==> src/rtl/rv_fetch_pkg.sv <==
// Shared types and constants for the instruction fetch stage.
// Imported by fetch_fifo and instr_fetch_stage.
package rv_fetch_pkg;

    localparam int unsigned XLEN = 64;
    localparam int unsigned ILEN = 32;

    localparam logic [ILEN-1:0] NOP_INSTR = 32'h00000013;

    typedef struct packed {
        logic [XLEN-1:0] pc;
        logic [ILEN-1:0] instr;
        logic            fault;
    } fetch_entry_t;

    typedef enum logic {
        ST_RUN  = 1'b0,
        ST_HALT = 1'b1
    } fetch_state_t;

    // Instruction fetches are word aligned; low two bits are dropped.
    function automatic logic [XLEN-1:0] align_pc(input logic [XLEN-1:0] pc);
        return {pc[XLEN-1:2], 2'b00};
    endfunction

endpackage

==> src/rtl/fetch_fifo.sv <==
// Small synchronous FIFO of fetched entries with flush; head is presented
// combinationally from storage and forced to zero when empty.
module fetch_fifo
    import rv_fetch_pkg::*;
#(
    parameter int unsigned DEPTH = 2
) (
    input  logic                         clk,
    input  logic                         rst,
    input  logic                         flush,
    input  logic                         push,
    input  fetch_entry_t                 push_entry,
    input  logic                         pop,
    output logic                         head_valid,
    output fetch_entry_t                 head_entry,
    output logic [$clog2(DEPTH+1)-1:0]   count
);

    localparam int unsigned PW = (DEPTH > 1) ? $clog2(DEPTH) : 1;
    localparam int unsigned CW = $clog2(DEPTH+1);

    fetch_entry_t    mem [DEPTH];
    logic [PW-1:0]   wr_ptr;
    logic [PW-1:0]   rd_ptr;
    logic            full;
    logic            do_push;
    logic            do_pop;

    assign full       = (count == CW'(DEPTH));
    assign head_valid = (count != '0);
    assign head_entry = head_valid ? mem[rd_ptr] : '0;

    // Flush wins over both handshakes; push into a full FIFO needs a pop.
    assign do_pop  = pop & head_valid & ~flush;
    assign do_push = push & ~flush & (~full | do_pop);

    always_ff @(posedge clk or negedge rst) begin
        if (!rst) begin
            wr_ptr <= '0;
            rd_ptr <= '0;
            count  <= '0;
            for (int unsigned i = 0; i < DEPTH; i++) begin
                mem[i] <= '0;
            end
        end else if (flush) begin
            wr_ptr <= '0;
            rd_ptr <= '0;
            count  <= '0;
        end else begin
            if (do_push) begin
                mem[wr_ptr] <= push_entry;
                wr_ptr      <= wr_ptr + PW'(1);
            end
            if (do_pop) begin
                rd_ptr <= rd_ptr + PW'(1);
            end
            count <= count + CW'(do_push) - CW'(do_pop);
        end
    end

endmodule

==> src/rtl/instr_fetch_stage.sv <==
// Fetch stage: owns the PC, reads instruction memory combinationally and
// queues {pc, instr, fault} entries toward decode; redirects flush and reload.
module instr_fetch_stage
    import rv_fetch_pkg::*;
#(
    parameter logic [63:0] RESET_PC   = 64'h0,
    parameter int unsigned DEPTH      = 2,
    parameter int unsigned IMEM_WORDS = 1024
) (
    input  logic        clk,
    input  logic        rst,
    output logic [63:0] imem_pc,
    input  logic [31:0] imem_instr,
    input  logic        redirect_valid,
    input  logic [63:0] redirect_pc,
    output logic        out_valid,
    input  logic        out_ready,
    output logic [63:0] out_pc,
    output logic [31:0] out_instr,
    output logic        out_fault,
    output logic        halted
);

    localparam int unsigned CW         = $clog2(DEPTH+1);
    localparam logic [XLEN-1:0] IMEM_BYTES = XLEN'(IMEM_WORDS) << 2;

    fetch_state_t     state;
    logic [XLEN-1:0]  pc;
    logic [CW-1:0]    fifo_count;
    logic             pop;
    logic             push;
    logic             can_push;
    logic             fault;
    fetch_entry_t     push_entry;
    fetch_entry_t     head_entry;
    logic             unused_redirect_lsbs;

    assign unused_redirect_lsbs = ^redirect_pc[1:0];

    assign imem_pc   = pc;
    assign halted    = (state == ST_HALT);
    assign out_pc    = head_entry.pc;
    assign out_instr = head_entry.instr;
    assign out_fault = head_entry.fault;

    assign fault    = (pc >= IMEM_BYTES);
    assign pop      = out_valid & out_ready & ~redirect_valid;
    assign can_push = (fifo_count < CW'(DEPTH)) | pop;
    assign push     = (state == ST_RUN) & can_push & ~redirect_valid;

    always_comb begin
        push_entry = '0;
        push_entry.pc = pc;
        if (fault) begin
            push_entry.instr = NOP_INSTR;
            push_entry.fault = 1'b1;
        end else begin
            push_entry.instr = imem_instr;
            push_entry.fault = 1'b0;
        end
    end

    always_ff @(posedge clk or negedge rst) begin
        if (!rst) begin
            pc    <= RESET_PC;
            state <= ST_RUN;
        end else if (redirect_valid) begin
            pc    <= align_pc(redirect_pc);
            state <= ST_RUN;
        end else begin
            case (state)
                ST_RUN: begin
                    // A faulting fetch is queued once, then the PC freezes.
                    if (can_push) begin
                        if (fault) begin
                            state <= ST_HALT;
                        end else begin
                            pc <= pc + 64'd4;
                        end
                    end
                end
                ST_HALT: begin
                    state <= ST_HALT;
                end
                default: begin
                    state <= ST_RUN;
                end
            endcase
        end
    end

    fetch_fifo #(
        .DEPTH (DEPTH)
    ) u_fifo (
        .clk        (clk),
        .rst        (rst),
        .flush      (redirect_valid),
        .push       (push),
        .push_entry (push_entry),
        .pop        (pop),
        .head_valid (out_valid),
        .head_entry (head_entry),
        .count      (fifo_count)
    );

endmodule

==> config.mk <==
export PLATFORM = sky130hd
export DESIGN_NAME = instr_fetch_stage
export DESIGN_NICKNAME = d
export VERILOG_FILES = /design/src/rtl/rv_fetch_pkg.sv /design/src/rtl/fetch_fifo.sv /design/src/rtl/instr_fetch_stage.sv
export SDC_FILE = /design/constraint.sdc
export NUM_CORES = 1
export LEC_CHECK = 0
export CAP_MARGIN = 25
export CORE_MARGIN = 4
export CORE_UTILIZATION = 49
export DETAILED_ROUTE_END_ITERATION = 16
export PLACE_DENSITY = 0.77
export SKIP_CTS_REPAIR_TIMING = 1
export SYNTH_ARGS = -nofsm -noshare
export SYNTH_HDL_FRONTEND = slang
export SYNTH_HIERARCHICAL = 1
export SYNTH_SLANG_ARGS = --single-unit
==> constraint.sdc <==
create_clock -name clk -period 8 [get_ports clk]
set_clock_uncertainty 0.05 [all_clocks]
set_input_delay 2 -clock clk [delete_from_list [all_inputs] [get_ports clk]]
set_output_delay 2 -clock clk [all_outputs]
set_load 0.01 [all_outputs]
==> flow_metrics.py, run 1 <==
metrics = {
    "sta": {
        "rsz0062_at_grt": "false",
        "setup_violations": 0,
        "drv_slew": 0,
        "timing.setup.tns_ps": 0,
        "whs_ps": 454,
        "fmax_ghz": 0.187,
        "slew_headroom": 0.337,
        "worst_slew_pin_slew_ps": 995,
        "hold_viol": 0,
        "fin_ws_ps": 2650,
        "period_needed_ps": 5350,
        "period_share": 0.669,
    },
    "placement": {
        "gp_congestion": 0.768,
        "place_inst": 1439,
        "port_buffers": 258,
        "placed_area_sq_mm": 0.0147,
        "dp_hpwl_mm": 18.3,
        "place_worst_setup_slack_ps": 2660,
    },
    "route": {
        "routed_via_density": 5.34,
        "route.detailed.drc": 0,
        "post_drt_wl_per_cell_um": 19.0,
        "vias": 7964,
        "first_iter_violations": 388,
        "dr.pass1.iters": 4,
        "drt-total-wl_mm": 28.3,
        "postRouteAntennaNets": 0,
    },
    "pwr": {
        "ir_worst_vdd_uv": 159,
        "leakagePower_nw": 6.53,
        "power.density_mw_per_mm2": 232,
    },
    "critical_path": {
        "worstSetupStartpoint": "u_fifo/count[1]$_DFF_PN0_",
        "crit_path_end_kind": "output port",
        "ff2ff_path_depth": 10,
        "crit_fanout": 47,
        "timing.reg2reg.setup_slack_ps": 3640,
        "cp-start-kind": "flip-flop",
        "crit_required_ps": 5950,
        "path_class": "reg2out",
        "reg2reg_from": "u_fifo/count[1]$_DFF_PN0_",
        "worstSetupEndpoint": "out_pc[1]",
        "arrival_ps": 3300,
        "worstReg2RegEnd": "u_fifo/mem[30]$_DFFE_PN0P_",
    },
    "layout": {
        "area_growth_pct": 27.3,
        "mostFrequentLayoutCells": "dfrtp_1 (260), clkdlybuf4s50_1 (256), mux2_2 (226), nor2_1 (113), mux2i_1 (97)",
        "multi_input_area_sq_mm": 0.00504,
        "drive_gt1_frac": 0.267,
        "nNetsFinal": 1250,
        "ff_latch_area_sq_mm": 0.00654,
        "fillCellCount": 1931,
        "final_cell_area_sq_mm": 0.0157,
        "diodes": 0,
        "layout_commonest_cell": "dfrtp_1",
        "fin_cells": 1492,
    },
    "synth": {
        "netlist_area_sq_mm": 0.0123,
        "synth-seq-area-share": 0.531,
        "synth_seq_cells": 261,
        "synth-main-ff-cell": "dfrtp_1",
        "synthCells": 961,
        "synth_top_cell_by_area": "dfrtp_1",
        "synth.top_cells.by_area": "dfrtp_1 (53%), mux2_2 (21%), mux2i_1 (7.9%)",
        "synthArstFlopShare": 1.00,
        "yosysUniqueCellTypes": 39,
        "yosys_warnings": 6,
        "synth.avg_cell_area_sq_um": 12.8,
        "netlist.area_leader.share": 0.531,
        "synth_edf_count": 0,
    },
    "clock_tree": {
        "cts_made_buffers": 28,
        "clk_pin_slew_ps": 60,
        "clockRootBuffer": "clkbuf_16",
        "worstSkewPairLatency_ps": 530,
        "htree_num_levels": 1,
        "cts_buffer_depth": 3,
        "cts_tree": "built",
        "cts_sinks": 261,
    },
    "global_routing": {
        "grt_max_degree": 131,
        "grt.total_usage": 0.200,
        "grt_antenna_before_repair": 0,
        "overflow": 0,
        "grt_pass1_vias": 8197,
        "grt_first_pass_wirelength_mm": 45.8,
    },
    "floorplan": {
        "die_area_sq_mm": 0.0277,
        "start_util": 0.501,
        "die_w_um": 166,
        "io_pins": 263,
        "die_y_um": 166,
        "core_area_sq_mm": 0.0245,
        "placementRows": 57,
    },
    "run_status": {
        "status": "finished clean",
    },
    "flow_run": {
        "drv_cap": 0,
    },
    "min_path": {
        "hold_class": "reg2reg",
    },
}
==> logic make-up after synthesis <==
family | synth area share
other cells | 0.000305
compound gates | 0.0137
xor+xnor | 0.00142
simple gates | 0.0781
mux | 0.309
flops | 0.531
buf+inv | 0.0625
fa+ha+maj | 0.00407
==> where the power goes <==
part | switching (mW) | leakage [nW] | internal, mW
Sequential | 0.153 | 3.23 | 1.56
Clock | 0.514 | 0.483 | 0.793
Combinational | 0.229 | 2.82 | 0.388
Total | 0.895 | 6.53 | 2.74
==> registers in the layout, indices dropped and copies added, names as in the netlist <==
signal	flops
u_fifo/mem	194
imem_pc	62
u_fifo/count	2
halted	1
u_fifo/rd_ptr	1
u_fifo/wr_ptr	1
==> cell usage after synthesis (3+ instances only) <==
cell type,count
mux2i_1,97
mux2_2,226
a31oi_1,10
buf_6,3
nor4_1,13
nor2b_1,3
ha_1,4
clkbuf_1,22
buf_1,9
nand4_1,6
nand3b_1,3
nand2_1,7
nand3_1,4
or3_1,3
and3_1,3
o21ai_0,8
dfrtp_1,261
mux2_4,19
buf_2,18
nand2b_1,3
nor2_1,114
and2_1,30
buf_4,67
inv_1,6
==> cell type report <==
class	instances	share of cell area
Sequential cell	261	0.417
Clock inverter	8	0.00415
Timing Repair Buffer	269	0.172
Tap cell	324	0.0259
Clock buffer	44	0.0569
Multi-Input combinational cell	579	0.322
Inverter	7	0.00168
==> worst min path at each step <==
| stage | cells past startpoint | slack [ps] | start | to |
|---|---|---|---|---|
| 5_1_grt | 1 | 460 | u_fifo/mem[50]$_DFFE_PN0P_ | u_fifo/mem[50]$_DFFE_PN0P_ |
| 2_1_floorplan | 1 | 430 | u_fifo/mem[66]$_DFFE_PN0P_ | u_fifo/mem[66]$_DFFE_PN0P_ |
| 3_3_place_gp | 1 | 440 | u_fifo/mem[46]$_DFFE_PN0P_ | u_fifo/mem[46]$_DFFE_PN0P_ |
| 6_report | 1 | 450 | u_fifo/mem[49]$_DFFE_PN0P_ | u_fifo/mem[49]$_DFFE_PN0P_ |
| 3_5_place_dp | 1 | 440 | u_fifo/mem[30]$_DFFE_PN0P_ | u_fifo/mem[30]$_DFFE_PN0P_ |
| 4_1_cts | 1 | 460 | u_fifo/mem[28]$_DFFE_PN0P_ | u_fifo/mem[28]$_DFFE_PN0P_ |
==> worst max-delay path, cell delays in order, from the launching register on <==
cell and delay [ps]:
dfrtp_1 480, nor2_4 530, buf_4 470, buf_4 550, nor2_1 160, clkdlybuf4s50_1 510
==> metal layers <==
metal | global-route usage | part of all wire | vias to the layer above
met1 | 0.278 | 0.44 | 4067
met5 | 0 | 0 | -
li1 | - | - | 3650
met3 | 0.0569 | 0.069 | 37
met2 | 0.320 | 0.48 | 210
met4 | 0.0374 | 0.018 | 0
==> stage by stage <==
step                      power [mW]  utilization
after floorplan                 2.11            -
after global placement          2.33        0.598
after detailed placement        2.36        0.598
after CTS                       3.67        0.637
after global routing            3.82        0.639
final                           3.64        0.639
Power figures use the tool's default switching activity.
==> inputs of run 2 (changes only) <==
Settings changed: CORE_UTILIZATION 49 to 46, PLACE_DENSITY 0.77 to 0.76.
Clock period 8 ns to 4.45 ns, I/O delays scaled along.
==> run 2 against run 1 <==
Net effect:
- worst setup slack got worse by 2000 ps
- critical path depth is 1 lower
- utilization decreased by 3.8 points
- flip-flop and latch count unchanged
- die area rose by 6.2%
- final cell count up 1.0%
- total power rose by 80%
- routed wire length increased by 2.7%
- global-route usage is 0.48 points lower
- sequential power is 80% higher
- non-clock buffer count increased by 4
- largest cell class unchanged
- largest power group unchanged
==> flow_metrics.py, run 2 (synthesis results as in run 1) <==
metrics = {
    "run_status": {
        "status": "finished clean",
    },
    "clock_tree": {
        "worstSkewPairLatency_ps": 530,
        "cts_tree": "built",
        "htree_num_levels": 1,
        "cts_buffer_depth": 3,
        "clockRootBuffer": "clkbuf_16",
        "cts_made_buffers": 28,
        "cts_sinks": 261,
        "clk_pin_slew_ps": 60,
    },
    "global_routing": {
        "grt_antenna_before_repair": 0,
        "grt.total_usage": 0.195,
        "grt_first_pass_wirelength_mm": 46.5,
        "grt_pass1_vias": 8454,
        "grt_max_degree": 113,
        "overflow": 0,
    },
    "critical_path": {
        "arrival_ps": 2670,
        "path_cells": "nor2_4 -> buf_4 -> nor2_1 -> clkdlybuf4s50_1",
        "path_buf_inv": 2,
        "crit_path_end_kind": "output port",
        "cpPeakStageDelay_ps": 520,
        "crit_slowest_cell": "buf_4",
        "crit_fanout": 41,
        "path_class": "reg2out",
        "crit_required_ps": 3290,
        "cp-start-kind": "flip-flop",
        "crit_family": "buffers and inverters",
    },
    "placement": {
        "gp_congestion": 0.795,
        "dp_hpwl_mm": 19.1,
        "port_buffers": 258,
        "place_inst": 1455,
    },
    "pwr": {
        "power.density_mw_per_mm2": 416,
        "ir_worst_vdd_uv": 269,
        "leakagePower_nw": 6.54,
    },
    "layout": {
        "diodes": 0,
        "nNetsFinal": 1254,
        "area_growth_pct": 27.9,
        "mostFrequentLayoutCells": "dfrtp_1 (260), clkdlybuf4s50_1 (256), mux2_2 (226), nor2_1 (113), mux2i_1 (97)",
        "regMostFlops": "u_fifo/mem",
        "drive_gt1_frac": 0.266,
        "layout_commonest_cell": "dfrtp_1",
        "largest_reg_flops": 194,
        "fin_cells": 1507,
        "fillCellCount": 2080,
    },
    "floorplan": {
        "die_y_um": 172,
        "die_w_um": 172,
        "die_area_sq_mm": 0.0294,
        "io_pins": 263,
        "core_area_sq_mm": 0.0262,
        "start_util": 0.469,
        "placementRows": 59,
    },
    "route": {
        "postRouteAntennaNets": 0,
        "drt-total-wl_mm": 29.1,
        "post_drt_wl_per_cell_um": 19.3,
        "first_iter_violations": 489,
        "dr.pass1.iters": 4,
        "route.detailed.drc": 0,
        "vias": 7996,
        "routed_via_density": 5.31,
    },
    "sta": {
        "period_needed_ps": 3830,
        "drv_slew": 0,
        "hold_viol": 0,
        "whs_ps": 453,
        "fmax_ghz": 0.261,
        "period_share": 0.861,
        "rsz0062_at_grt": "false",
        "worst_slew_pin_slew_ps": 883,
        "setup_violations": 0,
        "slew_headroom": 0.411,
        "timing.setup.tns_ps": 0,
    },
    "min_path": {
        "hold_class": "reg2reg",
    },
    "flow_run": {
        "drv_cap": 0,
    },
}
## run 2: changes by cell type in the layout (fill, tap and decap cells not counted)
cell,before,now
clkbuf_1,4,8
buf_12,1,6
clkinv_2,7,6
buf_16,1,0
bufinv_16,1,2
clkinvlp_4,0,1
clkbuf_8,11,6
## run 2: worst paths after layout
kind / from / end / slack, ps / cells after the start
worst min-delay path: u_fifo/mem[55]$_DFFE_PN0P_ / u_fifo/mem[55]$_DFFE_PN0P_ / 450 / 1
worst max-delay path: u_fifo/count[1]$_DFF_PN0_ / out_pc[1] / 620 / 4
worst max register to register: u_fifo/count[1]$_DFF_PN0_ / u_fifo/mem[57]$_DFFE_PN0P_ / 1320 / 9
worst min register to register: u_fifo/mem[55]$_DFFE_PN0P_ / u_fifo/mem[55]$_DFFE_PN0P_ / 450 / 1
min in group asynchronous: rst / imem_pc[40]$_DFFE_PN0P_ / 580 / 1
max in group asynchronous: rst / u_fifo/mem[71]$_DFFE_PN0P_ / 2790 / 2
## run 2: where the power goes
group / total, mW / internal (mW) / switching, mW
logic: 1.13 / 0.701 / 0.425
registers: 3.08 / 2.81 / 0.277
clock network: 2.33 / 1.41 / 0.927
total: 6.54 / 4.92 / 1.63
## run 2: layer usage
| metal | vias to the layer above | global-route usage | share of wire |
|---|---|---|---|
| li1 | 3671 | - | - |
| met1 | 4085 | 0.256 | 0.42 |
| met2 | 209 | 0.327 | 0.49 |
| met3 | 31 | 0.0565 | 0.079 |
| met4 | 0 | 0.0379 | 0.014 |
| met5 | - | 0 | 0 |
## run 2: metrics by stage
stage | power (mW) | worst slack (ps) | instance area [sq um] | utilization
4_1_cts | 6.61 | 588 | 15700 | 0.600
3_3_place_gp | 4.20 | 730 | 14800 | 0.565
5_1_grt | 6.87 | 470 | 15700 | 0.600
2_1_floorplan | 3.79 | 1360 | 12300 | -
3_5_place_dp | 4.26 | 686 | 14800 | 0.565
6_report | 6.54 | 619 | 15700 | 0.600
## run 2: final cells by class
class	count	area, sq um	area share
Timing Repair Buffer	273	2770	0.176
Clock buffer	43	838	0.0533
Sequential cell	261	6540	0.415
Tap cell	335	419	0.0266
Inverter	7	26.3	0.00167
Clock inverter	9	97.6	0.00620
Multi-Input combinational cell	579	5040	0.321
==> RTL edit 1 (flow settings as in run 1) <==
`DEPTH` is set to 2 in 2 places; all go to 4.
--- a/src/rtl/fetch_fifo.sv
+++ b/src/rtl/fetch_fifo.sv
@@ -3,7 +3,7 @@
 module fetch_fifo
     import rv_fetch_pkg::*;
 #(
-    parameter int unsigned DEPTH = 2
+    parameter int unsigned DEPTH = 4
 ) (
     input  logic                         clk,
     input  logic                         rst,
--- a/src/rtl/instr_fetch_stage.sv
+++ b/src/rtl/instr_fetch_stage.sv
@@ -4,7 +4,7 @@
     import rv_fetch_pkg::*;
 #(
     parameter logic [63:0] RESET_PC   = 64'h0,
-    parameter int unsigned DEPTH      = 2,
+    parameter int unsigned DEPTH      = 4,
     parameter int unsigned IMEM_WORDS = 1024
 ) (
     input  logic        clk,
Function: changed (Yosys sat finds a counterexample within 4 cycles, from zero or initial values and one cycle with rst low).
==> RTL edit 1 against run 1 <==
- design area rose by 67%
- sequential cell count up 197
- clock power increased by 85%
- sequential share of layout area increased by 2.3 points
- total power up 74%
- critical path type unchanged
- setup slack lost 180 ps
- routed wire length increased by 72%
- area after synthesis is 78% higher
==> RTL edit 1: results (changes against run 1) <==
- Met3 WL post-DR: 1802 µm (-7.9%)
- Longest Clk Path Bufs: 3 (unchanged)
- Leakage: 0.01138 µW (+74%)
- Peak VDD IR: 191.2 µV (+20%)
- Via count: 12290 (+54%)
- XOR/XNOR Fraction of Synth Area: 0.001203 (-0.0002210)
- H-tree lvl count: 2 (+1)
- Post-Synth Adder-Cell Area: 0.005498 (+0.001430)
- Fin nets: 1699 (+36%)
- Largest net degree at the start of global routing: 174 (+33%)
- Max reg flops: 388 (+100%)
- Internal: 4836 µW (+76%)
- Initial antenna violation count: 2 (+2)
- Dpl hpwl: 29280 µm (+60%)
- Complex-gate fraction of the synthesized area: 0.007503 (-0.006226)
- Met2 Track Usage GR: 0.3471 (+0.02740)
- First-pass GRT wire length: 78010 µm (+70%)
- Layout cells sized above 1: 0.4002 (+0.1331)
- Num CTS Buffers: 50 (+79%)
- DR top layer: met5
- Mean post-synth cell area: 15.54 µm² (+21%)
- Wire length on met2: 24550 µm (+82%)
- Fill count: 3388 (+75%)
- Netlist cell types: 47 (+21%)
- WL per Instance: 21.99 µm (+16%)
- Outcome: complete, no violations
- Placed insts: 2129 (+48%)
- Worst Tran Pin Value: 1048 ps (+52.71 ps)
- Detailed Route Iter0 Violations: 639 (+65%)
- Vias in the first global route: 13710 (+67%)
- CP arrival: 3490 ps (+190 ps)
- Post-DP Area: 24330 µm² (+66%)
- Top cells by area, synth: dfrtp_1, mux2_2, mux4_2, mux2_4, and2_1
- Post-synthesis mux area share: 0.3479 (+0.03892)
-- RTL edit 1: logic make-up (layout without fill, tap and decap cells) --
| kind of cell | count (synthesis) | after routing |
|---|---|---|
| mux | 538 | 538 |
| flops | 458 | 458 |
| simple gates | 207 | 207 |
| buf+inv | 164 | 378 |
| compound gates | 26 | 26 |
| fa+ha+maj | 9 | 9 |
| xor+xnor | 3 | 3 |
| other cells | 1 | 10 |
-- RTL edit 1: power groups by stage --
stage               sequential, µW  clock (µW)  combinational (µW)
global route                  2960        2580                1080
finish                        2920        2420                1000
global placement              2920           0                 981
CTS                           2920        2480                1020
detailed placement            2950           0                1010
floorplan                     2860           0                 721
-- RTL edit 1: critical path: stages (launching register included) --
cell,delay [ps]
dfrtp_4,950
buf_4,760
mux4_2,400
and2_1,180
clkdlybuf4s50_1,530
-- RTL edit 1: worst paths after layout --
| kind | startpoint | end | slack, ps | cells past startpoint |
|---|---|---|---|---|
| worst min register to register | u_fifo/mem[101] | u_fifo/mem[101] | 450 | 1 |
| max in group asynchronous | rst | u_fifo/mem[148] | 4830 | 2 |
| worst max register to register | u_fifo/count[2] | u_fifo/count[2] | 3640 | 15 |
| worst min-delay path | u_fifo/mem[101] | u_fifo/mem[101] | 450 | 1 |
| min in group asynchronous | rst | u_fifo/mem[317] | 1520 | 1 |
| worst max-delay path | u_fifo/rd_ptr[1] | out_pc[2] | 2460 | 4 |
-- RTL edit 1: cell type report --
| cell class | instances | area [µm²] | share of cell area |
|---|---|---|---|
| repair buffers | 278 | 2798 | 0.1073 |
| flip-flops and latches | 458 | 11470 | 0.4397 |
| inverters | 9 | 33.78 | 0.001295 |
| well taps | 592 | 740.7 | 0.02840 |
| clock inverters | 17 | 242.7 | 0.009305 |
| clock buffers | 74 | 1503 | 0.05761 |
| multi-input cells | 793 | 9299 | 0.3565 |
==> RTL edit 2 (settings of run 1) <==
Made on the original files. Put a register stage on the output `out_fault`, cleared by the reset. The value now appears one clock later. The other outputs are not delayed to match.
--- a/src/rtl/instr_fetch_stage.sv
+++ b/src/rtl/instr_fetch_stage.sv
@@ -41,7 +41,13 @@
     assign halted    = (state == ST_HALT);
     assign out_pc    = head_entry.pc;
     assign out_instr = head_entry.instr;
-    assign out_fault = head_entry.fault;
+    always_ff @(posedge clk or negedge rst) begin
+        if (!rst) begin
+            out_fault <= '0;
+        end else begin
+            out_fault <= head_entry.fault;
+        end
+    end
 
     assign fault    = (pc >= IMEM_BYTES);
     assign pop      = out_valid & out_ready & ~redirect_valid;
Behaviour: not the same (Yosys sat finds a counterexample within 4 cycles, from zero or initial values and one cycle with rst low).
==> RTL edit 2 against run 1 <==
- total power is 0.43% lower
- critical endpoint is now out_pc[39]
- fmax is 8.3% higher
- area after synthesis is 0.20% higher
- cell count stayed put
- sequential cell count is 1 higher
- routed wire length is 0.33% lower
- design area is 0.19% lower
- setup slack better by 410 ps
- via count is 0.15% lower
==> RTL edit 2: results (changes against run 1) <==
- Slowest stage delay, CP: 760 ps (+210 ps)
- Fin nets: 1251 (+0.080%)
- Longest Clk Path Bufs: 3 (unchanged)
- Drt first pass iters: 4 (unchanged)
- Global placer's final weighted congestion: 0.7901 (+2.9%)
- Routed WL: 28250 µm (-0.33%)
- Fill count: 1947 (+0.83%)
- Worst Setup SP: u_fifo/rd_ptr
- Initial antenna violation count: 0 (unchanged)
- Peak VDD IR: 160.4 µV (+0.64%)
- Worst hold stages: 1 (unchanged)
- Via count: 7952 (-0.15%)
- CTS Root Cell: clkbuf_16
- Ant. Diodes: 0 (unchanged)
- Yosys warns: 6 (unchanged)
- Outcome: complete, no violations
- CP delay by family, top: buffers and inverters
- Vias in the first global route: 8540 (+4.2%)
- Reg2Reg Setup Slack: 3580 ps (-60 ps)
- Net switching power: 892.8 µW (-0.26%)
- RR Startpoint: u_fifo/count[1]
- Worst Tran Pin Value: 995.6 ps (+0.7877 ps)
- Fraction of registers with async set/reset: 1.000 (unchanged)
- Dpl hpwl: 18120 µm (-1.3%)
- Largest net degree at the start of global routing: 138 (+5.3%)
- Top cells by count, synth: dfrtp_1, mux2_2, nor2_1
- Worst path slowest cell: dfrtp_4
- Clock transition at the registers of the reported paths: 60 ps (about the same)
- CP arrival: 2890 ps (-410 ps)
- Min-Delay Path Class: reg -> reg
- Max reg flops: 194 (unchanged)
- Netlist cell types: 39 (unchanged)
- Top cells by area, synth: dfrtp_1, mux2_2, mux2i_1, buf_4, nor2_1
- FF-to-FF path depth: 10 (unchanged)
- Worst hold endpoint: u_fifo/mem[24]
- Detailed Route Iter0 Violations: 479 (+23%)
- GR Util All Layers: 0.1997 (-0.0004070)
- R2r endpoint: u_fifo/mem[85]
- Synth top area share: 0.5318 (+0.0009523)
- Post-synth top flop: dfrtp_1
- Layout cells sized above 1: 0.2620 (-0.005137)
- Hold path start: u_fifo/mem[24]
- Sequential share of the synthesized area: 0.5318 (+0.0009523)
- Num CTS Buffers: 28 (unchanged)
- Skew-Pair Late Insertion Delay: 530 ps (about the same)
- Leakage: 0.006506 µW (-0.29%)
- Critical-path maximum fanout: 37 (-21%)
- Port bufs: 258 (unchanged)
- First-pass GRT wire length: 46270 µm (+1.0%)
- H-tree lvl count: 1 (unchanged)
- Largest Register: u_fifo/mem
- Worst Setup EP: out_pc[39]
-- RTL edit 2: power groups by stage --
stage	Combinational, µW	Clock [µW]	Sequential [µW]
global placement	606	0	1730
detailed placement	623	0	1740
finish	618	1280	1720
CTS	628	1310	1720
floorplan	423	0	1690
global route	676	1370	1760
-- RTL edit 2: final cells by class --
| cell class | instances | share of cell area |
|---|---|---|
| clock buffer | 43 | 0.05297 |
| clock inverter | 8 | 0.006001 |
| inverter | 7 | 0.001680 |
| multi-input combinational | 579 | 0.3226 |
| sequential | 262 | 0.4195 |
| tap | 324 | 0.02593 |
| timing repair buffer | 269 | 0.1712 |
-- RTL edit 2: logic make-up after synthesis --
logic type	Yosys count	synth area share
XOR/XNOR	2	0.001421
AO/OA/AOI/OAI	27	0.01370
AND/OR/NAND/NOR	198	0.07795
multiplexers	342	0.3083
adder cells (fa/ha/maj)	4	0.004060
flip-flops	262	0.5318
other	1	0.0003042
buffers and inverters	126	0.06242
-- RTL edit 2: stage by stage --
step | hold WS (ps) | setup slack [ps] | utilization | cell area, µm² | instances
final | 453.6 | 3055 | 0.6373 | 15640 | 1492
after global routing | 466.1 | 2865 | 0.6373 | 15640 | 1492
after detailed placement | 442.5 | 2570 | 0.5998 | 14710 | 1441
after floorplan | 429.1 | 4098 | - | 12350 | 967
after CTS | 456.4 | 2989 | 0.6373 | 15640 | 1492
after global placement | 436.6 | 2588 | 0.5998 | 14710 | 1441
-- RTL edit 2: per-layer routing --
layer / part of all wire / track usage / routed length [µm] / vias up
met2: 0.48 / 0.3314 / 13460 / 220
met5: 0 / 0 / 0 / -
met3: 0.068 / 0.05309 / 1920 / 36
met1: 0.43 / 0.2669 / 12270 / 4032
li1: - / - / - / 3664
met4: 0.021 / 0.04305 / 598 / 0
